## src/rtl/mem_bist_pkg.sv

```systemverilog
// Shared types, state encodings and LFSR step helper for the memory BIST master.
package mem_bist_pkg;

  typedef enum logic [1:0] {
    MODE_NONE  = 2'b00,
    MODE_FILL  = 2'b01,
    MODE_CHECK = 2'b10,
    MODE_BOTH  = 2'b11
  } mode_e;

  typedef logic [2:0] state_e;

  localparam state_e IDLE   = 3'd0;
  localparam state_e WRITE  = 3'd1;
  localparam state_e WDRAIN = 3'd2;
  localparam state_e READ   = 3'd3;
  localparam state_e RDRAIN = 3'd4;
  localparam state_e FIN    = 3'd5;

  localparam logic [31:0] LFSR_POLY = 32'h8020_0003;

  // Right-shifting Galois step: feedback taps applied when bit 0 shifts out.
  function automatic logic [31:0] pattern_next(input logic [31:0] cur);
    logic [31:0] nxt;
    nxt = {1'b0, cur[31:1]};
    if (cur[0]) begin
      nxt = nxt ^ LFSR_POLY;
    end else begin
      nxt = nxt;
    end
    return nxt;
  endfunction

endpackage

```

## src/rtl/mem_bist_pattern_gen.sv

```systemverilog
// Per-word test pattern source. MEM_BIST_LFSR_EN selects a Galois LFSR sequence;
// otherwise the pattern is the word's byte address XOR the seed.
module mem_bist_pattern_gen
  import mem_bist_pkg::*;
(
  input  logic        clk_i,
  input  logic        rst_ni,
  input  logic        load_i,
  input  logic        step_i,
  input  logic [31:0] seed_i,
  input  logic [31:0] addr_i,
  output logic [31:0] data_o
);

`ifdef MEM_BIST_LFSR_EN
  logic [31:0] lfsr_r;
  logic        unused_s;

  assign unused_s = ^addr_i;

  // LFSR state: reseeded at phase start (an all-zero seed would lock up), stepped per word.
  always_ff @(posedge clk_i or negedge rst_ni) begin
    if (!rst_ni) begin
      lfsr_r <= 32'h0000_0000;
    end else if (load_i) begin
      lfsr_r <= (seed_i == 32'h0000_0000) ? 32'h0000_0001 : seed_i;
    end else if (step_i) begin
      lfsr_r <= pattern_next(lfsr_r);
    end
  end

  assign data_o = lfsr_r;
`else
  logic unused_s;

  assign unused_s = ^{clk_i, rst_ni, load_i, step_i};
  assign data_o   = addr_i ^ seed_i;
`endif

endmodule

```

## src/rtl/mem_bist_master.sv

```systemverilog
// Memory BIST bus initiator: fills and/or checks a word range over a req/gnt/rvalid port.
// Build with MEM_BIST_LFSR_EN defined for LFSR patterns instead of address^seed.
module mem_bist_master
  import mem_bist_pkg::*;
#(
  parameter logic [31:0] BaseAddr = 32'h0000_0000,
  parameter int unsigned NumWords = 128,
  parameter int unsigned MaxOutst = 2
) (
  input  logic        clk_i,
  input  logic        rst_ni,
  input  logic        start_i,
  input  logic [1:0]  mode_i,
  input  logic [31:0] seed_i,
  output logic        busy_o,
  output logic        done_o,
  output logic        pass_o,
  output logic [15:0] err_cnt_o,
  output logic [31:0] first_err_addr_o,
  output logic        req_o,
  input  logic        gnt_i,
  output logic        we_o,
  output logic [3:0]  be_o,
  output logic [31:0] addr_o,
  output logic [31:0] wdata_o,
  input  logic        rvalid_i,
  input  logic [31:0] rdata_i
);

  localparam int unsigned IdxW = (NumWords > 1) ? $clog2(NumWords) : 1;
  localparam int unsigned OutW = $clog2(MaxOutst + 1);
  localparam logic [IdxW-1:0] LastIdx = IdxW'(NumWords - 1);
  localparam logic [OutW-1:0] MaxOut  = OutW'(MaxOutst);
  localparam logic [OutW-1:0] OutZero = {OutW{1'b0}};

  state_e          state_r, state_s;
  mode_e           mode_r, mode_in_s;
  logic [31:0]     seed_r, seed_s;
  logic [IdxW-1:0] idx_r, rsp_idx_r;
  logic [OutW-1:0] outst_r;
  logic [15:0]     err_cnt_r;
  logic [31:0]     first_err_r;
  logic            done_r, pass_r;
  logic            start_acc_s, issue_st_s, gnt_s, rsp_s, rd_rsp_s, mismatch_s;
  logic            phase_load_s, chk_load_s;
  logic [31:0]     issue_addr_s, check_addr_s, issue_data_s, check_data_s;

  assign mode_in_s    = mode_e'(mode_i);
  assign start_acc_s  = start_i && (state_r == IDLE);
  assign issue_st_s   = (state_r == WRITE) || (state_r == READ);
  // A slot frees up in the same cycle when a response retires at the limit.
  assign req_o        = issue_st_s && ((outst_r < MaxOut) || ((outst_r == MaxOut) && rvalid_i));
  assign gnt_s        = req_o && gnt_i;
  assign rsp_s        = rvalid_i && (outst_r != OutZero);
  assign rd_rsp_s     = rsp_s && ((state_r == READ) || (state_r == RDRAIN));
  assign mismatch_s   = rd_rsp_s && (rdata_i != check_data_s);
  assign seed_s       = (state_r == IDLE) ? seed_i : seed_r;
  assign issue_addr_s = BaseAddr + (32'(idx_r) << 2'd2);
  assign check_addr_s = BaseAddr + (32'(rsp_idx_r) << 2'd2);
  assign phase_load_s = ((state_r == IDLE) && (state_s != IDLE)) ||
                        ((state_r == WDRAIN) && (state_s == READ));
  assign chk_load_s   = (state_s == READ) && (state_r != READ);

  // Next-state selection for the sweep sequencer.
  always_comb begin
    state_s = state_r;
    case (state_r)
      IDLE: begin
        if (start_acc_s && (mode_in_s != MODE_NONE)) begin
          state_s = (mode_in_s == MODE_CHECK) ? READ : WRITE;
        end else begin
          state_s = IDLE;
        end
      end
      WRITE: begin
        if (gnt_s && (idx_r == LastIdx)) state_s = WDRAIN;
        else                             state_s = WRITE;
      end
      WDRAIN: begin
        if (outst_r == OutZero) state_s = (mode_r == MODE_BOTH) ? READ : FIN;
        else                    state_s = WDRAIN;
      end
      READ: begin
        if (gnt_s && (idx_r == LastIdx)) state_s = RDRAIN;
        else                             state_s = READ;
      end
      RDRAIN: begin
        if (outst_r == OutZero) state_s = FIN;
        else                    state_s = RDRAIN;
      end
      FIN:     state_s = IDLE;
      default: state_s = IDLE;
    endcase
  end

  // Sequencer state, sampled command, word indices and outstanding-response count.
  always_ff @(posedge clk_i or negedge rst_ni) begin
    if (!rst_ni) begin
      state_r   <= IDLE;
      mode_r    <= MODE_NONE;
      seed_r    <= 32'h0000_0000;
      idx_r     <= {IdxW{1'b0}};
      rsp_idx_r <= {IdxW{1'b0}};
      outst_r   <= OutZero;
    end else begin
      state_r <= state_s;
      if (start_acc_s) begin
        mode_r <= mode_in_s;
        seed_r <= seed_i;
      end
      if (phase_load_s)  idx_r <= {IdxW{1'b0}};
      else if (gnt_s)    idx_r <= idx_r + IdxW'(1);
      if (chk_load_s)    rsp_idx_r <= {IdxW{1'b0}};
      else if (rd_rsp_s) rsp_idx_r <= rsp_idx_r + IdxW'(1);
      if (gnt_s && !rsp_s)      outst_r <= outst_r + OutW'(1);
      else if (!gnt_s && rsp_s) outst_r <= outst_r - OutW'(1);
    end
  end

  // Result reporting: error tally, first failing address, done pulse and verdict.
  always_ff @(posedge clk_i or negedge rst_ni) begin
    if (!rst_ni) begin
      err_cnt_r   <= 16'h0000;
      first_err_r <= 32'h0000_0000;
      done_r      <= 1'b0;
      pass_r      <= 1'b0;
    end else if (start_acc_s) begin
      err_cnt_r   <= 16'h0000;
      first_err_r <= 32'h0000_0000;
      done_r      <= (mode_in_s == MODE_NONE);
      pass_r      <= (mode_in_s == MODE_NONE);
    end else begin
      done_r <= (state_r == FIN);
      if (state_r == FIN) pass_r <= (err_cnt_r == 16'h0000);
      if (mismatch_s) begin
        if (err_cnt_r != 16'hFFFF) err_cnt_r   <= err_cnt_r + 16'h0001;
        if (err_cnt_r == 16'h0000) first_err_r <= check_addr_s;
      end
    end
  end

  mem_bist_pattern_gen u_issue_gen (
    .clk_i  (clk_i),
    .rst_ni (rst_ni),
    .load_i (phase_load_s),
    .step_i (gnt_s),
    .seed_i (seed_s),
    .addr_i (issue_addr_s),
    .data_o (issue_data_s)
  );

  mem_bist_pattern_gen u_check_gen (
    .clk_i  (clk_i),
    .rst_ni (rst_ni),
    .load_i (chk_load_s),
    .step_i (rd_rsp_s),
    .seed_i (seed_s),
    .addr_i (check_addr_s),
    .data_o (check_data_s)
  );

  assign busy_o           = (state_r != IDLE);
  assign done_o           = done_r;
  assign pass_o           = pass_r;
  assign err_cnt_o        = err_cnt_r;
  assign first_err_addr_o = first_err_r;
  assign we_o             = (state_r == WRITE);
  assign be_o             = 4'hF;
  assign addr_o           = issue_st_s ? issue_addr_s : 32'h0000_0000;
  assign wdata_o          = (state_r == WRITE) ? issue_data_s : 32'h0000_0000;

endmodule
```

## config.mk

```make
export PLATFORM = sky130hd
export DESIGN_NAME = mem_bist_master
export DESIGN_NICKNAME = d
export VERILOG_FILES = /design/src/rtl/mem_bist_pkg.sv /design/src/rtl/mem_bist_pattern_gen.sv /design/src/rtl/mem_bist_master.sv
export SDC_FILE = /design/constraint.sdc
export NUM_CORES = 1
export LEC_CHECK = 0
export ABC_AREA = 1
export CORE_MARGIN = 4
export CORE_UTILIZATION = 42
export DETAILED_ROUTE_END_ITERATION = 6
export GPL_TIMING_DRIVEN = 1
export PLACE_DENSITY_LB_ADDON = 0.1
export SETUP_SLACK_MARGIN = 0.2
export SLEW_MARGIN = 30
export SYNTH_ARGS = -nofsm -noshare
export SYNTH_HDL_FRONTEND = slang
export SYNTH_SLANG_ARGS = --single-unit
```

## constraint.sdc

```tcl
create_clock -name clk_i -period 2.1 [get_ports clk_i]
set_input_delay 0.42 -clock clk_i [delete_from_list [all_inputs] [get_ports clk_i]]
set_output_delay 0.42 -clock clk_i [all_outputs]
set_load 0.05 [all_outputs]
```

Yosys cells after proc, flatten, opt, wreduce, memory -nomap -nowiden

Cells that the tools add are included.

Input bits: 71
Output and inout bits: 121
Logic and storage cells: 94
Register bits after elaboration: 103

Equality and inequality tests: 13
Bitwise logic cells: 2
Order comparisons: 1
Add/sub/neg operators: 5
Muxes and demuxes: 26
Reductions and logical operators: 37

Operators by type and width:

| cell                                                             | number |
|---|---|
| 32-bit two-way mux                                               | 5 |
| 9-bit by 32-bit bitwise XOR with 32-bit output                   | 2 |
| 16-bit two-way mux                                               | 3 |
| 32-bit inequality test                                           | 1 |
| 7-bit two-way mux                                                | 4 |
| 2-bit nonzero test                                               | 9 |
| 16-bit by 1-bit adder with 16-bit output (second input constant) | 1 |
| 16-bit zero test                                                 | 1 |
| 16-bit inequality test (second input constant)                   | 1 |
| 3-bit one-hot mux with 5 select lines                            | 1 |
| 7-bit by 1-bit adder with 7-bit output (second input constant)   | 2 |
| 1-bit logical AND                                                | 14 |
| 2-bit two-way mux                                                | 5 |
| 3-bit by 2-bit == test with 1-bit output (second input constant) | 3 |
| 3-bit two-way mux                                                | 3 |
| 9-bit two-way mux                                                | 1 |
| 7-bit == test (second input constant)                            | 1 |
| 2-bit == test (second input constant)                            | 3 |
| 3-bit == test (second input constant)                            | 2 |
| 3-bit nonzero test                                               | 2 |
| 2-bit zero test                                                  | 2 |
| 1-bit logical OR                                                 | 4 |
| 1-bit two-way mux                                                | 4 |
| 2-bit AND reduction                                              | 2 |
| other kinds (7)                                                  | 8 |

Longest topological paths before layout

Word-level depth: 12
Gate-level depth with buffers: 19
Mapped depth without buffers: 17

By module

Synthesis repeated with hierarchy kept, for this count alone.

Cells, all modules: 1,107
Area total of the unflattened synthesis: 6,608.8 µm²

Modules (own cells, without submodules):

| module               | sequential area each (µm²) | times used | area each (µm²) | cells each |
|---|---|---|---|---|
| mem_bist_master      | 1,951.9                    | 1          | 5,407.7         | 787 |
| mem_bist_pattern_gen | 0.0                        | 2          | 600.6           | 160 |

Least setup slack after synthesis

Ideal clock, no wire load.

Path kind: reg2out
From: reg state_r[0]
To: out wdata_o[3]
Cell stages (with the launch flop): 8
Required time: 1.680 ns
Data arrival time: 3.114 ns
Slack: -1.434 ns
Cells stage by stage: dfrtp_1 -> inv_1 -> nor2_1 -> inv_1 -> nor2_1 -> inv_1 -> clkbuf_1 -> nor3_1

Elaborated cells between the ends (all ways): 5
Those cells by class: eq/ne (1); mux (2); bitwise (1); reduce/logical (1)

RTL lines:

| element                                  | line                   | text |
|---|---|---|
| from (decl)                              | mem_bist_master.sv:36  | `state_e state_r, state_s;` |
| from (signal assigned)                   | mem_bist_master.sv:106 | `state_r <= state_s;` |
| 3-bit by 1-bit == test with 1-bit output | --                     |  |
| net we_o                                 | mem_bist_master.sv:22  | `output logic we_o,` |
| 32-bit two-way mux                       | mem_bist_master.sv:170 | `assign wdata_o = (state_r == WRITE) ? issue_data_s : 32'h0000_0000;` |
| to (decl)                                | mem_bist_master.sv:25  | `output logic [31:0] wdata_o,` |

The timed path passes the listed nets, and every way through them passes these cells.

Worst setup path in the final report

From: reg state_r[0]
To: out wdata_o[2]

Longest elaborated chain between the ends: 4
Elaborated cells between the ends (all ways): 5
Those cells by class: eq/ne (1); mux (2); bitwise (1); reduce/logical (1)

Ends and longest elaborated chain:

| element                                        | line                       | text |
|---|---|---|
| 3-bit zero test                                | mem_bist_master.sv:57      | `assign seed_s = (state_r == IDLE) ? seed_i : seed_r;` |
| 32-bit two-way mux                             | mem_bist_master.sv:57      |  |
| 9-bit by 32-bit bitwise XOR with 32-bit output | mem_bist_pattern_gen.sv:37 | `assign data_o = addr_i ^ seed_i;` |
| 32-bit two-way mux *                           | mem_bist_master.sv:170     |  |

Mark *: on every way between the ends. The rest lies on a longest branch, timed or not.

==> impl_results.md <==
- Status: finished, violations left
- Failing checks: negative setup slack
- Setup CP Type: flop to output port
- CP Max Fanout: 6
- Clock power share: 10.6%
- Die height: 125 um
- Sw power: 8.30 mW
- Clock Latency Late Sink: 0.34 ns
- Share of cells above drive strength 1: 33.2%
- Clk Tree Root Cell: clkbuf_16
- Max IR drop VDD: 1.15 mV
- Bufs and invs on worst path: 5
- Overall Global Routing Usage: 25.0%
- FF+latch area: 0.00196 mm2
- Place WS: -0.331 ns
- Vias post-DR: 6,658
- Vias in the first global route: 6,424
- Fin crit share: 116%
- Clock net sink count: 78
- Largest area contributor in the netlist: dfrtp_1
- Initial Utilization: 43.2%
- FF-to-FF path depth: 18
- WL final: 20.9 mm
- Routed vias/inst: 5.00
- Hold Path End: seed_r[21]
- Largest stage delay, worst path: 0.41 ns
- Min cycle time layout: 2.43 ns
- Gate power share: 75.3%
- Sequential power share: 14.1%
- Worst setup SP type: flop
- Final hold viol count: 0
- Non-Filler Instances: 1,331
- Rows: 42
- Int Pwr: 8.79 mW
- Synth top cells by count: nand2_1 (303), inv_1 (114), nand3_1 (103), dfrtp_1 (78), buf_4 (55)
- Final-stage net count: 1,225
- Most numerous cell in the Yosys netlist: nand2_1
- Reg2reg setup slack: -0.31 ns
- #FFs+latches synth: 78
- Placed Cells: 1,284
- Delay-heaviest family, CP: buffers and inverters
- Max cap viols: 0
- Largest net degree at the start of global routing: 40
- Slowest CP cell: dfrtp_1
- Seq/Total Area, Yosys: 33.9%
- CTS tree: done
- Pins Over Slew Limit: 0
- Clock Skews: 0.00611 ns
- First-pass GRT wire length: 32.0 mm
- Switching Share: 48.6%
- Multi-input gate area: 0.00412 mm2
- Post-synth EDFFs: 0
- Slew Limit Headroom: 63.4%
- Fill count: 970
- DIE AREA: 0.0157 mm2
- Final setup fails: 56
- DR WL/cell: 15.7 um
- CORE AREA: 0.0133 mm2
- Hold wc startpoint: seed_r[21]
- Pre-Repair DR Iteration Count: 4
- Total CTS buffers: 9
- Synth Warn #: 0
- Worst hold stages: 2
- Hold_ws: 0.480 ns
- # H-tree levels: 3
- Final Worst Setup Slack: -0.326 ns
- Async S/R FF share, synth: 100%
- Leakage: 5.15 nW
- Peak Freq: 0.412 GHz
- Number of port buffers: 137
- Critical Path, Cell by Cell: nor2_4 > buf_6 > buf_12 > buf_4 > nand3_2 > buf_6 > nand2_4 > o21ai_2 > a21oi_4 > buf_12
- Post-Syn Area: 0.00576 mm2
- Final instance area: 0.0102 mm2
- Ports: 192
- Syn Area/Cell: 6.48 um2
- Final core occ: 76.7%
- Worst R2R End: err_cnt_o[13]
- HPWL after DPL: 13.4 mm
- Yosys cell types: 34
- Req. time, crit path: 1.68 ns
- Placer Congestion: 0.853
- Top cell type's share of synthesized area: 33.9%
- Placed cell area: 0.00852 mm2
- Post-Synthesis Cells: 889
- First DRT Iteration DRCs: 391
- Initial antenna violation count: 1
- Post-DRT Antenna Nets: 0
- RSZ-0062 raised after global routing: true
- Power density over cell area: 1670 mW/mm2
- CP Capture Type: output port
- Die width: 125 um
- Post-route DRC: 0
- Area growth from synthesis to layout: 77.8%
- CP arrival: 2.01 ns
- Hold Path Class: flop to flop
- Crit path depth: 10
- Clk buf depth: 2
- Worst Max-Slew Pin Slew: 0.548 ns
- Clk slew on worst S/H paths: 0.06 ns
- Largest cells by area after synthesis: dfrtp_1 (34%), nand2_1 (20%), nand3_1 (8.9%)
- Total gr overflow: 0
- Ys flop type: dfrtp_1
- RR Startpoint: state_r[0]
what timing repair did:
item	4_1_cts	5_1_grt
resized for setup	185	81
cloned	7	3
pin swaps	18	37
buffers inserted	14	5
endpoints found under the hold margin	22	0
endpoints found under the setup margin	104	100
hold buffers	1	0
state kept, by name (all words and copies together), names as in the netlist:
| name | cells |
|---|---|
| seed_r | 32 |
| state_r | 3 |
| err_cnt_o | 16 |
| first_err_addr_o | 7 |
| mode_r | 2 |
| rsp_idx_r | 7 |
| outst_r | 2 |
| idx_r | 7 |
| pass_o | 1 |
| done_o | 1 |
worst reg2reg max path, stage by stage (launching register included):
cell and delay [ns]:
dfrtp_1 0.41, nor2_4 0.20, buf_6 0.16, buf_8 0.13
buf_16 0.14, nand3_4 0.08, nand2_2 0.08, nand2_1 0.04
nand2_1 0.07, nand2_2 0.07, nor2_1 0.09, nand2_1 0.10
nor2_2 0.11, nand3_2 0.12, nand2_4 0.10, nand2_8 0.09
clkbuf_16 0.17, nand3_1 0.06, nand2_1 0.05
final cells by class:
type | count | area share (%)
antenna | 1 | 0.0244
clock buffer | 12 | 2.60
clock inverter | 4 | 0.757
inverter | 116 | 4.37
multi-input combinational | 662 | 40.3
sequential | 78 | 19.1
tap | 176 | 2.15
timing repair buffer | 282 | 30.7
logic make-up after synthesis:
group / after synthesis / synth area share [%]
flops: 78 / 33.9
xor+xnor: 15 / 2.28
fa+ha+maj: 5 / 1.09
simple gates: 504 / 37.6
buf+inv: 201 / 17.4
other cells: 2 / 0.130
compound gates: 84 / 7.69
worst max-delay path by stage:
stage               endpoint       start  slack, ns
3_3_place_gp    err_cnt_o[5]  rdata_i[3]      -0.30
4_1_cts         err_cnt_o[5]  state_r[1]      -0.25
6_report          wdata_o[2]  state_r[0]      -0.33
2_1_floorplan     wdata_o[8]  state_r[0]      -0.11
3_5_place_dp   err_cnt_o[13]  rdata_i[3]      -0.33
5_1_grt         err_cnt_o[1]  state_r[0]      -0.46
metrics by stage:
| stage | power [mW] | setup TNS [ns] |
|---|---|---|
| 2_1_floorplan | 8.86 | -1.51 |
| 3_3_place_gp | 12.6 | -8.79 |
| 3_5_place_dp | 12.7 | -10.47 |
| 4_1_cts | 16.3 | -10.11 |
| 5_1_grt | 17.9 | -19.06 |
| 6_report | 17.1 | -12.80 |
metal layers:
layer | track usage [%] | wire length [um] | vias to the layer above
met5 | 0 | 0 | -
met4 | 10.1 | 631 | 0
met3 | 4.69 | 1160 | 52
met2 | 42.4 | 10400 | 228
met1 | 31.5 | 8700 | 3139
li1 | - | - | 3239
layout by cell type (no fill, tap or decap), types with 29 or more instances in the layout:
cell | synthesis | final
nand2_2 | 3 | 29
nand3_2 | 1 | 34
buf_4 | 55 | 89
nand2_1 | 303 | 264
nand3_1 | 103 | 60
inv_1 | 114 | 106
dfrtp_1 | 78 | 73
conb_1 | 2 | 54
a21oi_4 | 0 | 30
buf_6 | 3 | 53
clkdlybuf4s50_1 | 0 | 68
power by group through the flow:
stage	sequential, mW	combinational, mW	clock [mW]
finish	2.41	12.9	1.80
global route	2.46	13.6	1.87
CTS	2.37	12.1	1.81
detailed placement	2.36	10.4	0
global placement	2.35	10.3	0
floorplan	2.51	6.35	0
(Power assumes the default switching activity.)
